`src/rtl/i2s_dac_out.sv`:
```
// i2s_dac_out: serialises a mono sample stream onto both I2S slots.
// Ports: Clock/Reset, WaveIn/WaveValid/WaveReady in, BitClk/WordSel/SerData/Underrun out.
module i2s_dac_out #(
  parameter int SAMPLE_WIDTH = 24,
  parameter int SLOT_WIDTH   = 32,
  parameter int CLK_DIV      = 4
) (
  input  logic                    Clock,
  input  logic                    Reset,
  input  logic [SAMPLE_WIDTH-1:0] WaveIn,
  input  logic                    WaveValid,
  output logic                    WaveReady,
  output logic                    BitClk,
  output logic                    WordSel,
  output logic                    SerData,
  output logic                    Underrun
);

  localparam int DW = (CLK_DIV > 1) ? $clog2(CLK_DIV) : 1;
  localparam int IW = $clog2(2 * SLOT_WIDTH);

  localparam logic [DW-1:0] DIV_LAST = DW'(CLK_DIV - 1);
  localparam logic [IW-1:0] IDX_LAST = IW'(2 * SLOT_WIDTH - 1);
  localparam logic [IW-1:0] WS_LAST  = IW'(2 * SLOT_WIDTH - 2);
  localparam logic [IW-1:0] SLOT     = IW'(SLOT_WIDTH);
  localparam logic [IW-1:0] WS_FIRST = IW'(SLOT_WIDTH - 1);

  logic [DW-1:0]           r_div;
  logic                    r_bclk;
  logic [IW-1:0]           r_idx;
  logic                    r_ws;
  logic                    r_sd;
  logic                    r_ur;
  logic [SAMPLE_WIDTH-1:0] r_active;
  logic [SAMPLE_WIDTH-1:0] r_pend;
  logic                    r_full;
  logic                    r_ready;

  logic                    w_fall;
  logic [IW-1:0]           w_idx_nx;
  logic                    w_frame;
  logic                    w_load;
  logic                    w_accept;
  logic [SAMPLE_WIDTH-1:0] w_active_nx;
  logic [IW-1:0]           w_k;
  logic                    w_ws;
  logic                    w_sd;

  always_comb begin
    w_fall      = (r_div == DIV_LAST) && r_bclk;
    w_idx_nx    = (r_idx == IDX_LAST) ? '0 : r_idx + 1'b1;
    w_frame     = w_fall && (w_idx_nx == '0);
    w_load      = w_frame && r_full;
    w_accept    = WaveValid && r_ready;
    // Bit 0 of a new frame already uses the freshly loaded sample.
    w_active_nx = w_load ? r_pend : r_active;
    w_k         = (w_idx_nx >= SLOT) ? w_idx_nx - SLOT : w_idx_nx;
    // Word select leads its slot by one bit.
    w_ws        = (w_idx_nx >= WS_FIRST) && (w_idx_nx <= WS_LAST);
    w_sd        = 1'b0;
    for (int i = 0; i < SAMPLE_WIDTH; i++) begin
      if (w_k == IW'(i)) w_sd = w_active_nx[SAMPLE_WIDTH-1-i];
    end
  end

  always_ff @(posedge Clock or negedge Reset) begin
    if (!Reset) begin
      r_div    <= '0;
      r_bclk   <= 1'b0;
      r_idx    <= IDX_LAST;
      r_ws     <= 1'b0;
      r_sd     <= 1'b0;
      r_ur     <= 1'b0;
      r_active <= '0;
      r_pend   <= '0;
      r_full   <= 1'b0;
      r_ready  <= 1'b1;
    end else begin
      r_ur <= w_frame && !r_full;
      if (r_div == DIV_LAST) begin
        r_div  <= '0;
        r_bclk <= ~r_bclk;
      end else begin
        r_div <= r_div + 1'b1;
      end
      if (w_fall) begin
        r_idx    <= w_idx_nx;
        r_ws     <= w_ws;
        r_sd     <= w_sd;
        r_active <= w_active_nx;
      end
      // Load and accept are exclusive: accept needs an empty register.
      if (w_load) begin
        r_full  <= 1'b0;
        r_ready <= 1'b1;
      end else if (w_accept) begin
        r_pend  <= WaveIn;
        r_full  <= 1'b1;
        r_ready <= 1'b0;
      end
    end
  end

  assign WaveReady = r_ready;
  assign BitClk    = r_bclk;
  assign WordSel   = r_ws;
  assign SerData   = r_sd;
  assign Underrun  = r_ur;

endmodule
```
`config.mk`:
```
export PLATFORM = sky130hd
export DESIGN_NAME = i2s_dac_out
export DESIGN_NICKNAME = d
export VERILOG_FILES = /design/src/rtl/i2s_dac_out.sv
export SDC_FILE = /design/constraint.sdc
export NUM_CORES = 1
export LEC_CHECK = 0
export ABC_AREA = 1
export ABC_CLOCK_PERIOD_IN_PS = 3500
export CORE_MARGIN = 8
export CORE_UTILIZATION = 50
export DETAILED_ROUTE_END_ITERATION = 12
export DONT_BUFFER_PORTS = 1
export HOLD_SLACK_MARGIN = 0.06
export MAX_ROUTING_LAYER = met4
export PLACE_DENSITY = 0.7
export RECOVER_POWER = 25
export REMOVE_ABC_BUFFERS = 1
export SETUP_SLACK_MARGIN = 0.02
export SYNTH_ARGS = -nofsm -noshare
export SYNTH_HDL_FRONTEND = slang
export SYNTH_SLANG_ARGS = --single-unit
```
`constraint.sdc`:
```
create_clock -name Clock -period 3.5 [get_ports Clock]
set_input_delay 0.7 -clock Clock [delete_from_list [all_inputs] [get_ports Clock]]
set_output_delay 0.7 -clock Clock [all_outputs]
set_load 0.1 [all_outputs]
```
==> results.toml, run 1 <==
[global_routing]
grt_overflow = 0
grt_pass1_vias = 2336
groute.usage.overall_pct = 16.1
grt_pass1_wl_mm = 11.0
antenna_found_initial = 0
grt_max_degree = 56

[clocking]
cts_buffers = 9
clock_sinks = 62
clkTransAtPathRegs_ps = 70
cts_tree = "done"
cts_buffer_depth = 2
htreeDepth = 3
clk_latency_ps = 330
clockRootBuffer = "clkbuf_8"

[power_and_ir_drop]
total_power_w = 0.00162
power.density_nw_per_um2 = 462
vdd_drop_max_mv = 0.356
p_leak_nw = 1.79

[run_status]
status = "finished, violations left"
failed_checks = "capacitance limit, slew limit"

[detailed_routing]
routed_wl_mm = 6.44
first_iter_violations = 178
post_drt_wl_per_cell_um = 13.5
dr_total_vias = 2381
post-route-drc-count = 0
vias_per_cell = 4.99
ant_nets = 0
dr.pass1.iters = 4

[logic_synthesis]
synth_common_cells = "120 x nand2_1, 55 x dfrtp_1, 49 x inv_1, 27 x nor2_1, 21 x nand3_1"
syn_area_um2 = 3150
synthDominantCellAreaShare_pct = 43.7
ys_warn_count = 0
ys_seq_area_share_pct = 49.5
ys_types = 35
synth_area_leader_cell = "dfrtp_1"
ys_ff_latch = 62
synthCells = 381
async_reset_ff_share_pct = 100
ys_dominant_reg_cell = "dfrtp_1"
synth_edf_count = 0
synth.most_common_cell = "nand2_1"
ys_top_cells_by_area = "dfrtp_1 44%, nand2_1 14%, mux2_2 6.1%"
syn_area_per_cell_um2 = 8.27

[sta]
slew_violations = 56
finalSetupTns_ps = 0
slew_headroom_pct = -65.7
min_period_ps = 3160
tightestPinTransition_ps = 2490
fin_crit_sh_pct = 90.3
setup_viol_count_final = 0
rsz0062_at_grt = "false"
hold_violations = 0
max_freq_mhz = 316
finClkSkew_ps = 5.45

[worst_hold_path]
hold_path.class = "primary input to async pin"

[cells_and_area]
drive_gt1_share_pct = 19.3
regArea_um2 = 1560
fin_nets = 428
diodes = 0
fillers = 576
area.growth.synth_to_final_pct = 11.4
multiInputGateArea_um2 = 1330

[die]
rows = 29
core_um2 = 6200
start_util_pct = 50.8
die_w_um = 95.4
ios = 32
dieHeight_um = 95.4
dieArea_um2 = 9090

[critical_path]
worstPathRequired_ps = 3720
crit_path_frequent_cell = "nand2_1"
path_max_fanout = 6
startpoint_type = "register"
cpMaxStageDelayCell = "dfstp_2"
endpoint_kind = "register"
arrival_ps = 3380
cp_slowest_stage_delay_ps = 620
worstSetupPathType = "register to register"

[placed_design]
port_buffers = 0
gp_congestion = 0.881
place_hpwl_mm = 4.65

[job]
cap_violations = 1
## placed cells by master (no fill, tap or decap), types with 5 or more instances in the layout
master    instances
nand2_2           5
a21oi_1           9
clkbuf_8         10
nand2_1         120
ha_1              5
dfstp_2           7
buf_4            10
nor2_1           26
dfrtp_1          55
mux2_2           17
o21ai_0          14
inv_2             8
nand3_1          21
inv_1            49
## logic make-up (layout without fill, tap and decap cells)
group | count (synthesis) | after routing | synth area share [%]
flops | 62 | 62 | 49.5
simple gates | 189 | 189 | 26.1
mux | 17 | 17 | 6.08
compound gates | 37 | 37 | 6.71
buf+inv | 69 | 88 | 8.70
xor+xnor | 1 | 1 | 0.517
fa+ha+maj | 6 | 6 | 2.38
## path summary, 6_finish.rpt
path / start / to / slack, ps / cells past startpoint
worst max-delay path: r_idx[0]$_DFFE_PN1P_ / SerData$_DFFE_PN0P_ / 340 / 35
worst min-delay path: Reset / WaveReady$_DFFE_PN1P_ / 210 / 0
worst max register to register: r_idx[0]$_DFFE_PN1P_ / SerData$_DFFE_PN0P_ / 340 / 35
worst min register to register: r_div[0]$_DFF_PN0_ / r_div[0]$_DFF_PN0_ / 420 / 1
max in group asynchronous: Reset / r_active[0]$_DFFE_PN0P_ / 750 / 1
min in group Clock: r_div[0]$_DFF_PN0_ / r_div[0]$_DFF_PN0_ / 420 / 1
## flip-flops by register name, indices dropped and copies added (netlist names), 2 cells and up
name and flops:
r_div 2, r_active 24, r_idx 6, r_pend 24
## metrics by stage
stage	hold slack, ps	setup WS [ps]	cells	utilization (%)	cell area, um^2
2_1_floorplan	403	31.4	372	-	3100
3_3_place_gp	406	259	457	52.5	3260
3_5_place_dp	407	190	457	52.5	3260
4_1_cts	194	172	474	56.1	3480
5_1_grt	174	10.7	477	56.5	3510
6_report	207	340	477	56.5	3510
## critical path, delay by kind of cell (launching register included)
family,cells,cell delay (ps)
flip-flops,1,620
AND/OR/NAND/NOR,33,2080
buffers and inverters,1,170
adder cells (fa/ha/maj),1,180
## report_power, final
group	internal [W]	switching, W	leakage (nW)	total, W
Clock	0.000347	0.000272	0.0964	0.000619
Combinational	0.0000688	0.0000578	0.917	0.000127
Sequential	0.000818	0.0000570	0.773	0.000875
## cell type report
cell class	instances	share of cell area (%)
Clock buffer	12	4.14
Clock inverter	4	1.36
Inverter	60	6.53
Multi-Input combinational cell	250	38.0
Sequential cell	62	44.5
Tap cell	77	2.75
Timing Repair Buffer	12	2.75
## per-layer routing
| layer | track usage, % | vias to the layer above | part of all wire (%) |
|---|---|---|---|
| li1 | - | 1221 | - |
| met1 | 20.6 | 1107 | 47 |
| met2 | 23.9 | 42 | 47 |
| met3 | 4.57 | 11 | 3.6 |
| met4 | 5.46 | 0 | 1.7 |
| met5 | - | - | 0 |
## what timing repair did
| item | in CTS | in global routing |
|---|---|---|
| resized for setup | 0 | 6 |
| endpoints found under the hold margin | 55 | 0 |
| endpoints found under the setup margin | 0 | 1 |
| hold buffers | 1 | 0 |
| setup buffers | 0 | 3 |
No activity file was read; power rests on OpenSTA's default activity.
==> run 2: changes to the inputs <==
--- a/config.mk
+++ b/config.mk
@@ -6,7 +6,7 @@
 export NUM_CORES = 1
 export LEC_CHECK = 0
 export ABC_AREA = 1
-export ABC_CLOCK_PERIOD_IN_PS = 3500
+export ABC_CLOCK_PERIOD_IN_PS = 4100
 export CORE_MARGIN = 8
 export CORE_UTILIZATION = 50
 export DETAILED_ROUTE_END_ITERATION = 12
==> constraint.sdc (replaced) <==
create_clock -name Clock -period 4.1 [get_ports Clock]
set_input_delay 0.82 -clock Clock [delete_from_list [all_inputs] [get_ports Clock]]
set_output_delay 0.82 -clock Clock [all_outputs]
set_load 0.1 [all_outputs]
==> results.toml, run 2 (synthesis results as in run 1) <==
[cells_and_area]
fin_nets = 419
fillers = 551
postLayoutCoreUtil_pct = 55.9
top_regs = "r_active (24), r_pend (24), r_idx (6)"
final_cell_mix = "120 x nand2_1, 55 x dfrtp_1, 49 x inv_1, 27 x nor2_1, 21 x nand3_1"
diodes = 0
final_common_cell = "nand2_1"
fin_area_um2 = 3470
area.growth.synth_to_final_pct = 10.2
drive_gt1_share_pct = 16.9

[job]
cap_violations = 0

[clocking]
cts_tree = "done"
clockRootBuffer = "clkbuf_8"
cts_buffer_depth = 2
cts_buffers = 9
clock_sinks = 62
postCtsHoldBufs = 0
htreeDepth = 3
clk_latency_ps = 340
post_cts.repair.setup_buffers = 0
clkTransAtPathRegs_ps = 70
cts_resized = 0

[placed_design]
pre_cts_ws_ps = 712
place_area_um2 = 3220
port_buffers = 0
gp_congestion = 0.919
place_hpwl_mm = 4.57

[global_routing]
grt_util_met1_pct = 19.7
busiest_layer = "met2"
groute.usage.overall_pct = 15.7
grt_pass1_vias = 2343
use_met3_pct = 2.91
antenna_found_initial = 0
grt_max_degree = 63
grt_pass1_wl_mm = 10.8
met2_usage_pct = 23.8
grt_overflow = 0

[sta]
finClkSkew_ps = 7.27
slew_headroom_pct = 38.2
slew_violations = 0
fin_ws_ps = 690
tightestPinTransition_ps = 928
setup_viol_count_final = 0
rsz0062_at_grt = "false"
finalSetupTns_ps = 0
fin_crit_sh_pct = 83.2
hold_violations = 0
max_freq_mhz = 293
min_period_ps = 3410

[critical_path]
path_max_fanout = 23
cpMaxStageDelayCell = "dfstp_2"
r2r-start = "r_idx[1]$_DFFE_PN1P_"
reg2reg_depth = 37
crit_buf_inv = 3
crit_path_frequent_cell = "nand2_1"
worstSetupPathType = "register to register"
startpoint_type = "register"
r2r-end = "SerData$_DFFE_PN0P_"
arrival_ps = 3630
rrSetupSlack_ps = 690
endpoint_kind = "register"
cpLargestDelayFamily = "simple AND/OR/NAND/NOR gates"
cp_slowest_stage_delay_ps = 590
worstPathRequired_ps = 4320

[power_and_ir_drop]
p_seq_share_pct = 49.7
pwr-share-comb_pct = 6.3
power.density_nw_per_um2 = 434
p_clk_share_pct = 44.0
internal-power_w = 0.00119
p_leak_nw = 1.77
total_power_w = 0.00150
swShare_pct = 20.6
vdd_drop_max_mv = 0.219
power.net_switching_w = 0.000310

[detailed_routing]
post_drt_wl_per_cell_um = 13.5
post-route-drc-count = 0
dr.pass1.iters = 5
routed_wl_mm = 6.30
dr_total_vias = 2330
first_iter_violations = 127
vias_per_cell = 4.98
ant_nets = 0

[die]
start_util_pct = 50.8
core_um2 = 6200
ios = 32
rows = 29
dieHeight_um = 95.4
die_w_um = 95.4
dieArea_um2 = 9090

[run_status]
status = "finished, final reports clean"

[worst_hold_path]
hold_path.class = "primary input to async pin"
-- run 2: power by group through the flow --
stage / clock (W) / sequential, W / combinational (W)
final: 0.000662 / 0.000747 / 0.0000950
after global routing: 0.000707 / 0.000757 / 0.000108
after floorplan: 0 / 0.000743 / 0.0000834
after detailed placement: 0 / 0.000759 / 0.0000954
after CTS: 0.000678 / 0.000748 / 0.0000968
after global placement: 0 / 0.000757 / 0.0000914
-- run 2: how the worst max path moves through the flow --
stage,slack [ps],from,cells after the start,end
2_1_floorplan,630,BitClk$_DFFE_PN0P_,33,SerData$_DFFE_PN0P_
3_3_place_gp,830,r_idx[1]$_DFFE_PN1P_,37,SerData$_DFFE_PN0P_
3_5_place_dp,710,r_idx[1]$_DFFE_PN1P_,37,SerData$_DFFE_PN0P_
4_1_cts,690,r_idx[1]$_DFFE_PN1P_,37,SerData$_DFFE_PN0P_
5_1_grt,220,r_idx[1]$_DFFE_PN1P_,37,SerData$_DFFE_PN0P_
6_report,690,r_idx[1]$_DFFE_PN1P_,37,SerData$_DFFE_PN0P_
-- run 2: metal layers --
metal  wire length, um  vias to the layer above  part of all wire, %
met5                 0                        -                    0
met2              2860                       53                   45
met1              3030                     1070                   48
li1                  -                     1195                    -
met3               262                       12                  4.2
met4               144                        0                  2.3
-- run 2: metrics by stage --
step	hold WS, ps	std cells
5_1_grt	150	468
2_1_floorplan	403	372
3_3_place_gp	413	452
6_report	173	468
3_5_place_dp	426	452
4_1_cts	158	468
-- run 2: final cells by class --
| class | count | area (um^2) | share of cell area (%) |
|---|---|---|---|
| inverter | 60 | 226 | 6.53 |
| multi-input combinational | 250 | 1320 | 37.9 |
| clock buffer | 13 | 159 | 4.58 |
| clock inverter | 3 | 90.1 | 2.60 |
| tap | 77 | 96.3 | 2.78 |
| sequential | 62 | 1560 | 45.0 |
| timing repair buffer | 3 | 22.5 | 0.649 |
==> run 3: changes to the inputs <==
--- a/config.mk
+++ b/config.mk
@@ -6,14 +6,14 @@
 export NUM_CORES = 1
 export LEC_CHECK = 0
 export ABC_AREA = 1
-export ABC_CLOCK_PERIOD_IN_PS = 4100
+export ABC_CLOCK_PERIOD_IN_PS = 3000
 export CORE_MARGIN = 8
 export CORE_UTILIZATION = 50
 export DETAILED_ROUTE_END_ITERATION = 12
 export DONT_BUFFER_PORTS = 1
 export HOLD_SLACK_MARGIN = 0.06
 export MAX_ROUTING_LAYER = met4
-export PLACE_DENSITY = 0.7
+export PLACE_DENSITY = 0.73
 export RECOVER_POWER = 25
 export REMOVE_ABC_BUFFERS = 1
 export SETUP_SLACK_MARGIN = 0.02
==> constraint.sdc (replaced) <==
create_clock -name Clock -period 3 [get_ports Clock]
set_input_delay 0.6 -clock Clock [delete_from_list [all_inputs] [get_ports Clock]]
set_output_delay 0.6 -clock Clock [all_outputs]
set_load 0.1 [all_outputs]
==> results.toml, run 3 (synthesis results as in run 1) <==
[global_routing]
grt_pass1_vias = 2417
use_met3_pct = 2.83
grt_max_degree = 56
antenna_found_initial = 0
grt_util_met1_pct = 19.8
grt_pass1_wl_mm = 11.0
busiest_layer = "met2"
met2_usage_pct = 25.0
grt_overflow = 0
groute.usage.overall_pct = 15.9

[detailed_routing]
vias_per_cell = 5.01
dr_total_vias = 2488
first_iter_violations = 159
routed_wl_mm = 6.93
dr.pass1.iters = 4
post-route-drc-count = 0
post_drt_wl_per_cell_um = 13.9
ant_nets = 0

[cells_and_area]
diodes = 0
fin_nets = 449
final_cell_mix = "116 x nand2_1, 55 x dfrtp_1, 49 x inv_1, 26 x nor2_1, 26 x buf_4"
final_common_cell = "nand2_1"
area.growth.synth_to_final_pct = 19.1
top_regs = "r_active (24), r_pend (24), r_idx (6)"
fillers = 541
postLayoutCoreUtil_pct = 60.5
drive_gt1_share_pct = 26.4

[power_and_ir_drop]
swShare_pct = 23.5
p_clk_share_pct = 37.6
p_seq_share_pct = 54.5
pwr-share-comb_pct = 7.9
internal-power_w = 0.00143
power.density_nw_per_um2 = 499
vdd_drop_max_mv = 0.372
p_leak_nw = 1.90
power.net_switching_w = 0.000441

[die]
rows = 29
ios = 32
start_util_pct = 50.8
dieHeight_um = 95.4
dieArea_um2 = 9090
die_w_um = 95.4
core_um2 = 6200

[critical_path]
cp_slowest_stage_delay_ps = 570
crit_path_frequent_cell = "nand2_1"
path_max_fanout = 4
arrival_ps = 3170
worstSetupPathType = "register to register"
endpoint_kind = "register"
startpoint_type = "register"
cpMaxStageDelayCell = "dfstp_2"
worstPathRequired_ps = 3220

[sta]
fin_crit_sh_pct = 98.4
slew_violations = 0
min_period_ps = 2950
setup_viol_count_final = 0
finClkSkew_ps = 6.70
slew_headroom_pct = 11.4
tightestPinTransition_ps = 1330
rsz0062_at_grt = "true"
max_freq_mhz = 339
fin_ws_ps = 48.0
hold_violations = 0

[clocking]
cts_buffer_depth = 2
clock_sinks = 62
clkTransAtPathRegs_ps = 60
htreeDepth = 3
cts_buffers = 9
cts_tree = "done"
clockRootBuffer = "clkbuf_8"
clk_latency_ps = 340

[run_status]
status = "finished, final reports clean"

[job]
cap_violations = 0

[worst_hold_path]
hold_path.class = "primary input to async pin"

[placed_design]
place_hpwl_mm = 4.95
gp_congestion = 0.911
pre_cts_ws_ps = -38.9
port_buffers = 0
[run 3: cell count changes in the layout (fill, tap and decap cells not counted), sizes merged]
cell and change:
bufinv -2, buf +28, nand3 +1, clkinv +2, clkinvlp +1, clkbuf -1
[run 3: power by group through the flow]
stage	registers (W)	logic, W	clock network [W]
2_1_floorplan	0.00102	0.000114	0
3_3_place_gp	0.00103	0.000127	0
3_5_place_dp	0.00103	0.000136	0
4_1_cts	0.00102	0.000156	0.000721
5_1_grt	0.00103	0.000170	0.000754
6_report	0.00102	0.000149	0.000705
[run 3: path summary, 6_finish.rpt]
path	from	end	slack [ps]	cells after the start
worst max-delay path	r_idx[0]$_DFFE_PN1P_	SerData$_DFFE_PN0P_	50	35
worst min-delay path	Reset	WaveReady$_DFFE_PN1P_	100	0
worst max register to register	r_idx[0]$_DFFE_PN1P_	SerData$_DFFE_PN0P_	50	35
worst min register to register	r_div[0]$_DFF_PN0_	r_div[0]$_DFF_PN0_	430	1
max in group asynchronous	Reset	WordSel$_DFFE_PN0P_	1640	1
min in group Clock	WaveIn[14]	r_pend[14]$_DFFE_PN0P_	410	1
[run 3: critical path, delay by kind of cell (launching register included)]
family,cells,cell delay [ps]
adders and majority gates,1,150
buffers and inverters,1,150
DFF,1,570
and+or+nand+nor,33,1960
[run 3: stage by stage]
step | hold slack, ps | cells | TNS [ps] | power [W] | instance area (um^2)
final | 105 | 497 | 0 | 0.00187 | 3750
after CTS | 97.7 | 489 | 0 | 0.00190 | 3610
after global placement | 306 | 473 | 0 | 0.00116 | 3380
after detailed placement | 306 | 473 | -38.9 | 0.00117 | 3380
after global routing | 94.1 | 497 | -246 | 0.00196 | 3750
after floorplan | 304 | 372 | -2760 | 0.00113 | 3100
[run 3: layout make-up]
| type | instances | area (um^2) | share of cell area [%] |
|---|---|---|---|
| Tap cell | 77 | 96.3 | 2.57 |
| Timing Repair Buffer | 32 | 256 | 6.84 |
| Multi-Input combinational cell | 251 | 1420 | 37.9 |
| Sequential cell | 62 | 1560 | 41.6 |
| Clock buffer | 11 | 141 | 3.77 |
| Clock inverter | 4 | 47.5 | 1.27 |
| Inverter | 60 | 229 | 6.10 |
[run 3: what timing repair did]
action / in CTS / in global routing
pin swaps: 0 / 8
hold buffers: 1 / 0
buffers inserted: 0 / 7
gates cloned: 0 / 1
gates resized for setup: 5 / 22
hold endpoints to repair: 55 / 0
setup endpoints to repair: 1 / 1
[run 3: per-layer routing]
metal | wire [um] | vias to the layer above
met2 | 3280 | 52
li1 | - | 1260
met5 | 0 | -
met4 | 119 | 0
met1 | 3180 | 1168
met3 | 355 | 8
